--- config.mk ---
export PLATFORM = sky130hd
export DESIGN_NAME = if_stage
export DESIGN_NICKNAME = d
export VERILOG_FILES = /design/src/rtl/if_stage_pkg.sv /design/src/rtl/if_stage_if_id_reg.sv /design/src/rtl/if_stage.sv
export SDC_FILE = /design/constraint.sdc
export NUM_CORES = 1
export LEC_CHECK = 0
export CAP_MARGIN = 10
export CORE_ASPECT_RATIO = 0.5
export CORE_UTILIZATION = 46
export CTS_CLUSTER_DIAMETER = 150
export CTS_CLUSTER_SIZE = 20
export DETAILED_ROUTE_END_ITERATION = 10
export PLACE_DENSITY = 0.8
export REMOVE_ABC_BUFFERS = 1
export SLEW_MARGIN = 20
export SYNTH_ARGS = -nofsm -noshare
export SYNTH_HDL_FRONTEND = slang
export SYNTH_SLANG_ARGS = --single-unit
--- constraint.sdc ---
create_clock -name clk -period 2.8 [get_ports clk]
set_input_delay 0.42 -clock clk [delete_from_list [all_inputs] [get_ports clk]]
set_output_delay 0.42 -clock clk [all_outputs]
set_load 0.05 [all_outputs]
--- src/rtl/if_stage_pkg.sv ---
// if_stage_pkg: values shared by the instruction-fetch stage and its IF/ID register.
//   - default reset PC and the bubble instruction word (sll $0,$0,0)
//   - 2-bit fetch FSM encoding: BOOT=0, RUN=1, HALTED=2
//   - IF/ID field widths
package if_stage_pkg;

    localparam int unsigned IF_PC_W    = 32;
    localparam int unsigned IF_INSTR_W = 32;

    localparam logic [IF_PC_W-1:0]    IF_RESET_PC  = 32'h0000_0000;
    localparam logic [IF_INSTR_W-1:0] IF_NOP_INSTR = 32'h0000_0000;

    localparam logic [1:0] ST_BOOT   = 2'd0;
    localparam logic [1:0] ST_RUN    = 2'd1;
    localparam logic [1:0] ST_HALTED = 2'd2;

endpackage

--- src/rtl/if_stage_if_id_reg.sv ---
// if_id_reg: IF/ID pipeline register.
//   clk, rst          clock and asynchronous active-low reset (reset = bubble)
//   load_en           update the register this edge; otherwise it holds
//   bubble            when loading, write a bubble instead of the fetched word
//   pc_in/pc_plus4_in/instr_in   fetched instruction and its addresses
//   id_pc/id_pc_plus4/id_instr/id_valid   register contents
module if_id_reg
    import if_stage_pkg::*;
#(
    parameter logic [IF_INSTR_W-1:0] NOP_INSTR = IF_NOP_INSTR
) (
    input  logic                  clk,
    input  logic                  rst,
    input  logic                  load_en,
    input  logic                  bubble,
    input  logic [IF_PC_W-1:0]    pc_in,
    input  logic [IF_PC_W-1:0]    pc_plus4_in,
    input  logic [IF_INSTR_W-1:0] instr_in,
    output logic [IF_PC_W-1:0]    id_pc,
    output logic [IF_PC_W-1:0]    id_pc_plus4,
    output logic [IF_INSTR_W-1:0] id_instr,
    output logic                  id_valid
);

    logic [IF_PC_W-1:0]    pc_q, pc_d;
    logic [IF_PC_W-1:0]    pc_plus4_q, pc_plus4_d;
    logic [IF_INSTR_W-1:0] instr_q, instr_d;
    logic                  valid_q, valid_d;

    always_comb begin
        pc_d       = pc_q;
        pc_plus4_d = pc_plus4_q;
        instr_d    = instr_q;
        valid_d    = valid_q;
        if (load_en) begin
            if (bubble) begin
                pc_d       = '0;
                pc_plus4_d = '0;
                instr_d    = NOP_INSTR;
                valid_d    = 1'b0;
            end else begin
                pc_d       = pc_in;
                pc_plus4_d = pc_plus4_in;
                instr_d    = instr_in;
                valid_d    = 1'b1;
            end
        end
    end

    always_ff @(posedge clk or negedge rst) begin
        if (!rst) begin
            pc_q       <= '0;
            pc_plus4_q <= '0;
            instr_q    <= NOP_INSTR;
            valid_q    <= 1'b0;
        end else begin
            pc_q       <= pc_d;
            pc_plus4_q <= pc_plus4_d;
            instr_q    <= instr_d;
            valid_q    <= valid_d;
        end
    end

    assign id_pc       = pc_q;
    assign id_pc_plus4 = pc_plus4_q;
    assign id_instr    = instr_q;
    assign id_valid    = valid_q;

endmodule

--- src/rtl/if_stage.sv ---
// if_stage: instruction-fetch stage. Owns the PC, drives the combinational
// instruction memory and loads the returned word into IF/ID.
//   clk, rst            clock and asynchronous active-low reset
//   stall, flush        hazard freeze / squash of the IF/ID load
//   redirect_valid/pc   taken branch or jump target from EX
//   halt_req, resume    debug halt handshake
//   iaddr, idata        instruction memory address (== PC) and returned word
//   id_*                IF/ID register contents
//   misalign            one-cycle pulse when a redirect target was not word aligned
//   halted              fetch FSM is HALTED
//   dbg_state           raw fetch FSM state (BOOT=0, RUN=1, HALTED=2)
// No handshake is used: idata must be valid in the same cycle iaddr is driven,
// and every input is sampled on the rising edge of clk.
module if_stage
    import if_stage_pkg::*;
#(
    parameter logic [IF_PC_W-1:0]    RESET_PC  = IF_RESET_PC,
    parameter logic [IF_INSTR_W-1:0] NOP_INSTR = IF_NOP_INSTR
) (
    input  logic                  clk,
    input  logic                  rst,
    input  logic                  stall,
    input  logic                  flush,
    input  logic                  redirect_valid,
    input  logic [IF_PC_W-1:0]    redirect_pc,
    input  logic                  halt_req,
    input  logic                  resume,
    output logic [IF_PC_W-1:0]    iaddr,
    input  logic [IF_INSTR_W-1:0] idata,
    output logic [IF_PC_W-1:0]    id_pc,
    output logic [IF_PC_W-1:0]    id_pc_plus4,
    output logic [IF_INSTR_W-1:0] id_instr,
    output logic                  id_valid,
    output logic                  misalign,
    output logic                  halted,
    output logic [1:0]            dbg_state
);

    logic [IF_PC_W-1:0] pc_q, pc_d;
    logic [1:0]         state_q, state_d;
    logic               misalign_q, misalign_d;

    logic [IF_PC_W-1:0] pc_plus4;
    logic [IF_PC_W-1:0] redirect_aligned;
    logic               ifid_load;
    logic               ifid_bubble;

    // Wraps modulo 2^32 at the top of the address space.
    assign pc_plus4         = pc_q + 32'd4;
    assign redirect_aligned = {redirect_pc[IF_PC_W-1:2], 2'b00};

    always_comb begin
        pc_d        = pc_q;
        state_d     = state_q;
        misalign_d  = 1'b0;
        ifid_load   = 1'b0;
        ifid_bubble = 1'b0;
        case (state_q)
            ST_BOOT: begin
                // First edge out of reset: seed IF/ID with a bubble, ignore inputs.
                ifid_load   = 1'b1;
                ifid_bubble = 1'b1;
                state_d     = ST_RUN;
            end
            ST_RUN: begin
                if (redirect_valid) begin
                    // Word at the old pc is wrong-path; it is dropped.
                    pc_d        = redirect_aligned;
                    misalign_d  = |redirect_pc[1:0];
                    ifid_load   = 1'b1;
                    ifid_bubble = 1'b1;
                    if (halt_req) begin
                        state_d = ST_HALTED;
                    end
                end else if (halt_req) begin
                    // pc holds so the unissued word is fetched again on resume.
                    ifid_load   = 1'b1;
                    ifid_bubble = 1'b1;
                    state_d     = ST_HALTED;
                end else if (stall) begin
                    ifid_load   = flush;
                    ifid_bubble = 1'b1;
                end else if (flush) begin
                    pc_d        = pc_plus4;
                    ifid_load   = 1'b1;
                    ifid_bubble = 1'b1;
                end else begin
                    pc_d      = pc_plus4;
                    ifid_load = 1'b1;
                end
            end
            ST_HALTED: begin
                ifid_load   = 1'b1;
                ifid_bubble = 1'b1;
                if (redirect_valid) begin
                    // A redirect while halted only retargets; the stage stays halted.
                    pc_d       = redirect_aligned;
                    misalign_d = |redirect_pc[1:0];
                end else if (resume && !halt_req) begin
                    state_d = ST_RUN;
                end
            end
            default: begin
                ifid_load   = 1'b1;
                ifid_bubble = 1'b1;
                state_d     = ST_BOOT;
            end
        endcase
    end

    always_ff @(posedge clk or negedge rst) begin
        if (!rst) begin
            pc_q       <= RESET_PC;
            state_q    <= ST_BOOT;
            misalign_q <= 1'b0;
        end else begin
            pc_q       <= pc_d;
            state_q    <= state_d;
            misalign_q <= misalign_d;
        end
    end

    if_id_reg #(
        .NOP_INSTR (NOP_INSTR)
    ) u_if_id_reg (
        .clk         (clk),
        .rst         (rst),
        .load_en     (ifid_load),
        .bubble      (ifid_bubble),
        .pc_in       (pc_q),
        .pc_plus4_in (pc_plus4),
        .instr_in    (idata),
        .id_pc       (id_pc),
        .id_pc_plus4 (id_pc_plus4),
        .id_instr    (id_instr),
        .id_valid    (id_valid)
    );

    assign iaddr     = pc_q;
    assign misalign  = misalign_q;
    assign halted    = (state_q == ST_HALTED);
    assign dbg_state = state_q;

endmodule
# ---- Word-level counts from Yosys, hierarchy flattened
# Cells that the tools add are included.
dict set report totals {
  regBits 132
  inputBits 71
  out_inout_bits 133
  wordCells 48
}
dict set report op_classes {
  addsub 1
  eq_ne 8
  n_mux 24
  reduce_logical 8
}
# op n
set ops {}
lappend ops {{32-bit 2-to-1 mux} 7}
lappend ops {{32-bit case mux with 2 select lines} 1}
lappend ops {{32-bit by 3-bit adder with 32-bit output (second input constant)} 1}
lappend ops {{1-bit 2-to-1 mux} 12}
lappend ops {{2-bit 2-to-1 mux} 3}
lappend ops {{2-bit inequality test (second input constant)} 3}
lappend ops {{3-bit inequality test (second input constant)} 2}
lappend ops {{2-bit case mux with 3 select lines} 1}
lappend ops {{4-bit AND reduction} 1}
lappend ops {{2-bit OR reduction} 2}
lappend ops {{3-bit AND reduction} 1}
lappend ops {{2-bit by 1-bit equality test with 1-bit output (second input constant)} 1}
lappend ops {{2-bit equality test (second input constant)} 1}
lappend ops {{2-bit zero test} 1}
lappend ops {{2-bit by 1-bit inequality test with 1-bit output (second input constant)} 1}
lappend ops {{2-bit nonzero test} 1}
lappend ops {{1-bit logical AND} 1}
lappend ops {{1-bit zero test} 1}

# ---- Depth between registers and ports, before layout
dict set report logic_depth {
  ltp_word 6
  mapped_depth 9
  depth_no_buf 7
}

# ---- Modules after synthesis
# From an unflattened synthesis, not the netlist that was laid out.
dict set report hier_totals {
  cells_unflattened 731
  hier_area_um2 6925.4
}
# module n_inst cells_each area_per_inst_um2 seq_area_each_um2
set by_module_without_submodules {}
lappend by_module_without_submodules {if_id_reg 1 418 4206.5 2427.3}
lappend by_module_without_submodules {if_stage 1 313 2718.9 825.8}

# ---- Worst setup path after synthesis
# No wires, ideal clock.
dict set report synth_path {
  kind {flip-flop to flip-flop}
  startpoint {reg state_q[0], in the netlist dbg_state[0]}
  endpoint {reg pc_q[10], in the netlist iaddr[10]}
  setup_time_ns 0.136
  arrival_ns 2.458
  setup_slack_ns 0.206
  stages_incl_launch_ff 10
  period_less_slack_ns 2.594
  path_cell_list {dfrtp_1 -> inv_1 -> ha_1 -> clkbuf_1 -> nor3_1 -> o22a_1 -> clkbuf_1 -> o21ai_0 -> nand2_1 -> o21ai_0}
}
dict set report synth_between {
  elab_chain_cells 3
  elab_cells_between_ends 8
}
# item line
set synth_lines {}
lappend synth_lines {{start: declaration} if_stage.sv:40} ;# logic [1:0] state_q, state_d;
lappend synth_lines {{start signal: assignment} if_stage.sv:118} ;# state_q <= state_d;
lappend synth_lines {{2-bit equality test (*)} --}
lappend synth_lines {{via halted} if_stage.sv:35} ;# output logic halted,
lappend synth_lines {{2-bit inequality test (no line) or 2-bit nonzero test (tied branches)} --}
lappend synth_lines {{4-bit AND reduction (no line)} --}
lappend synth_lines {{end signal: assignment} if_stage.sv:117} ;# pc_q <= pc_d;
lappend synth_lines {{end: declaration} if_stage.sv:39} ;# logic [IF_PC_W-1:0] pc_q, pc_d;
# Mark *: on every way through the listed nets, which the timed path passes. The rest lies on a longest branch.
# A chain may end at the register's enable or synchronous reset.

# ---- Worst setup path after layout
dict set report layout_path {
  startpoint {reg state_q[0], in the netlist dbg_state[0]}
  endpoint {out halted}
}
dict set report layout_between {
  elab_chain_cells 1
}
# item line
set layout_lines {}
lappend layout_lines {{2-bit equality test} if_stage.sv:141} ;# assign halted = (state_q == ST_HALTED);
lappend layout_lines {{end: declaration} if_stage.sv:35}
# No other way between the ends.

==> impl_metrics.yaml <==
die:
  die_w_microns: 164.8
  num_io_pins: 204
  fp.coreArea_sq_um: 12770
  initial_core_util: 0.4770
  die-area_sq_um: 13740
  die_h_microns: 83.38
  rows: 29
logic_synthesis:
  seq_area_frac_synth: 0.5176
  synth_edf_count: 0
  avgSynthCellArea_sq_um: 9.906
  syn_inst: 615
  synth_seq_cells: 126
  syn-cell-area_sq_um: 6092
  synth_ff_type: "dfrtp_1"
  ys.warnings.count: 0
  async_reset_ff_frac: 1.000
  ys_types: 49
worst_hold_path:
  hold_path_class: "in -> async"
detailed_routing:
  num_vias: 5403
  wl_per_cell_microns: 17.36
  drc: 0
  ant_nets: 0
  first_pass_iters: 5
  drt_wl_total_mm: 16.98
  viasPerCell: 5.525
  drtIter0Drc: 464
worst_setup_path:
  max_stage_delay_ps: 890
  arrival_ps: 2170
  cp_slowest_cell: "clkdlybuf4s50_1"
  start_kind: "flip-flop"
  cp-end-kind: "output pin"
  crit_chain: "inv_1 > ha_1 > clkdlybuf4s50_1"
  worstSetupPathType: "reg -> out"
  required_ps: 2380
  critical_path_peak_fanout: 9
  crit_family: "buffers and inverters"
  path_buf_inv: 2
power_and_ir_drop:
  vdd.ir_drop.worst_mv: 0.5494
  power_frac_clock: 0.272
  p_per_area_nw_per_um2: 936.1
  switching_share: 0.4223
  total_leakage_power_nw: 3.813
  power.switching_w: 0.003484
  p_int_w: 0.004767
  power_w: 0.008250
  pwr-share-comb: 0.413
  power_frac_seq: 0.314
grt:
  grt_pass1_wl_mm: 27.14
  antenna_found_initial: 0
  grtUsageTotal: 0.2525
  grt_max_degree: 66
  grt_overflow: 0
  grt_pass1_vias: 5108
sta:
  slew_headroom: 0.4997
  rsz0062_at_grt: "false"
  timing.hold.ws_ps: -8.534
  fin_crit_sh: 0.9242
  hold_viol_final: 2
  fmax_mhz: 386.4
  period_needed_ps: 2588
  finalSetupViolations: 0
  worst_slack_ps: 212.2
  worst_pin_slew_ps: 743.6
  skew_ps: 10.24
  totalNegativeSetupSlack_ps: 0
  drv_slew: 0
final_layout:
  final_core_util: 0.6900
  fin_nets: 871
  final_common_cell: "clkdlybuf4s50_1"
  layout-drive-gt1-share: 0.07550
  num_antenna_cells: 0
  final_cell_mix: "195 x clkdlybuf4s50_1, 126 x dfrtp_1, 88 x nor2_1"
  area_delta_synth_final_pct: 44.67
placed_design:
  portBuffers: 197
  hpwl_mm: 11.15
  dp_slack_ps: 457.6
  gp_congestion: 0.8049
clock_network:
  clock_latency_ps: 400
  ctsLongestPathBuffers: 2
  holdBufCountCts: 0
  numCtsBuffers: 17
  h-tree-depth: 4
  cts_tree: "done"
  clock_sinks: 126
  post_cts_resized: 0
  path_clk_slew_ps: 60
  clockRootBuffer: "clkbuf_16"
  post-cts-setup-buffers: 0
run_status:
  status: "finished with violations"
  violations: "hold timing"
flow_run:
  cap_violations: 0
[final cells by class]
class,count,area [sq um]
repair buffers,213,2128
inverters,5,18.77
multi-input cells,433,2694
clock inverters,13,167.7
clock buffers,18,439.2
well taps,170,212.7
fillers,923,3959
flip-flops and latches,126,3153
[kinds of logic (layout without fill, tap and decap cells)]
group                      after synthesis  count (layout)  synth area share
and+or+nand+nor                        194             194            0.1503
AOI/OAI and AO/OA                      135             135            0.1290
DFF                                    126             126            0.5176
muxes                                   66              66            0.1084
buffers and inverters                   61             249           0.04559
xor gates and xnor gates                28              28           0.04026
adders and majority gates                4               4          0.008216
other                                    1               6         0.0006156
[flip-flops by register name, indices dropped and copies added (netlist names)]
| register | cells |
|---|---|
| iaddr | 30 |
| misalign | 1 |
| u_if_id_reg.id_pc_plus4 | 30 |
| u_if_id_reg.id_instr | 32 |
| u_if_id_reg.id_valid | 1 |
| u_if_id_reg.id_pc | 30 |
| dbg_state | 2 |
[final timing paths]
check                                      from                       end  slack, ps  depth (start not counted)
setup / recovery                   dbg_state[0]                    halted        210                          3
hold / removal                              rst   u_if_id_reg.id_instr[7]         -9                          1
setup reg to reg                       iaddr[3]                 iaddr[16]        600                          6
hold reg to reg            u_if_id_reg.id_valid      u_if_id_reg.id_valid        480                          1
max in group asynchronous                   rst  u_if_id_reg.id_instr[26]       2030                          2
min in group clk                          stall      u_if_id_reg.id_pc[8]        470                          3
[power by group through the flow]
stage	logic, W	registers, W	clock network, W
after floorplan	0.00120	0.00350	0
after global placement	0.00330	0.00260	0
after detailed placement	0.00336	0.00261	0
after CTS	0.00341	0.00258	0.00228
after global routing	0.00362	0.00265	0.00237
final	0.00341	0.00259	0.00225
[metrics by stage]
stage / area [sq um] / cells
floorplan: 5852 / 564
global placement: 8207 / 947
detailed placement: 8207 / 947
CTS: 8813 / 978
global route: 8813 / 978
finish: 8813 / 978
[per-layer routing]
| metal | track usage | part of all wire | up-vias |
|---|---|---|---|
| li1 | - | - | 2512 |
| met1 | 0.3522 | 0.45 | 2666 |
| met2 | 0.3988 | 0.48 | 207 |
| met3 | 0.04396 | 0.061 | 18 |
| met4 | 0.08257 | 0.013 | 0 |
| met5 | 0 | 0 | - |
[cell usage after synthesis, types with 2 or more instances]
| library cell | count | share of area |
|---|---|---|
| nor4_1 | 2 | 0.0021 |
| o21ai_0 | 34 | 0.028 |
| nor3_1 | 5 | 0.0041 |
| o22ai_1 | 16 | 0.016 |
| buf_2 | 8 | 0.0066 |
| xnor2_1 | 8 | 0.012 |
| nand4_1 | 14 | 0.014 |
| a21oi_1 | 59 | 0.048 |
| o311ai_0 | 3 | 0.0043 |
| nand3_2 | 2 | 0.0033 |
| a31oi_1 | 3 | 0.0031 |
| nand2_1 | 34 | 0.021 |
| and3_1 | 9 | 0.0092 |
| a22oi_1 | 2 | 0.0025 |
| nor2b_1 | 2 | 0.0021 |
| inv_1 | 4 | 0.0025 |
| buf_4 | 10 | 0.012 |
| a2bb2oi_1 | 9 | 0.013 |
| ha_1 | 4 | 0.0082 |
| or4_1 | 3 | 0.0037 |
| nor2_1 | 89 | 0.055 |
| and2_1 | 3 | 0.0031 |
| mux2i_1 | 66 | 0.11 |
| clkbuf_1 | 36 | 0.022 |
| dfrtp_1 | 126 | 0.52 |
| or3_1 | 3 | 0.0031 |
| nand3_1 | 20 | 0.016 |
| xor2_1 | 20 | 0.029 |
Power figures use the tool's default switching activity.
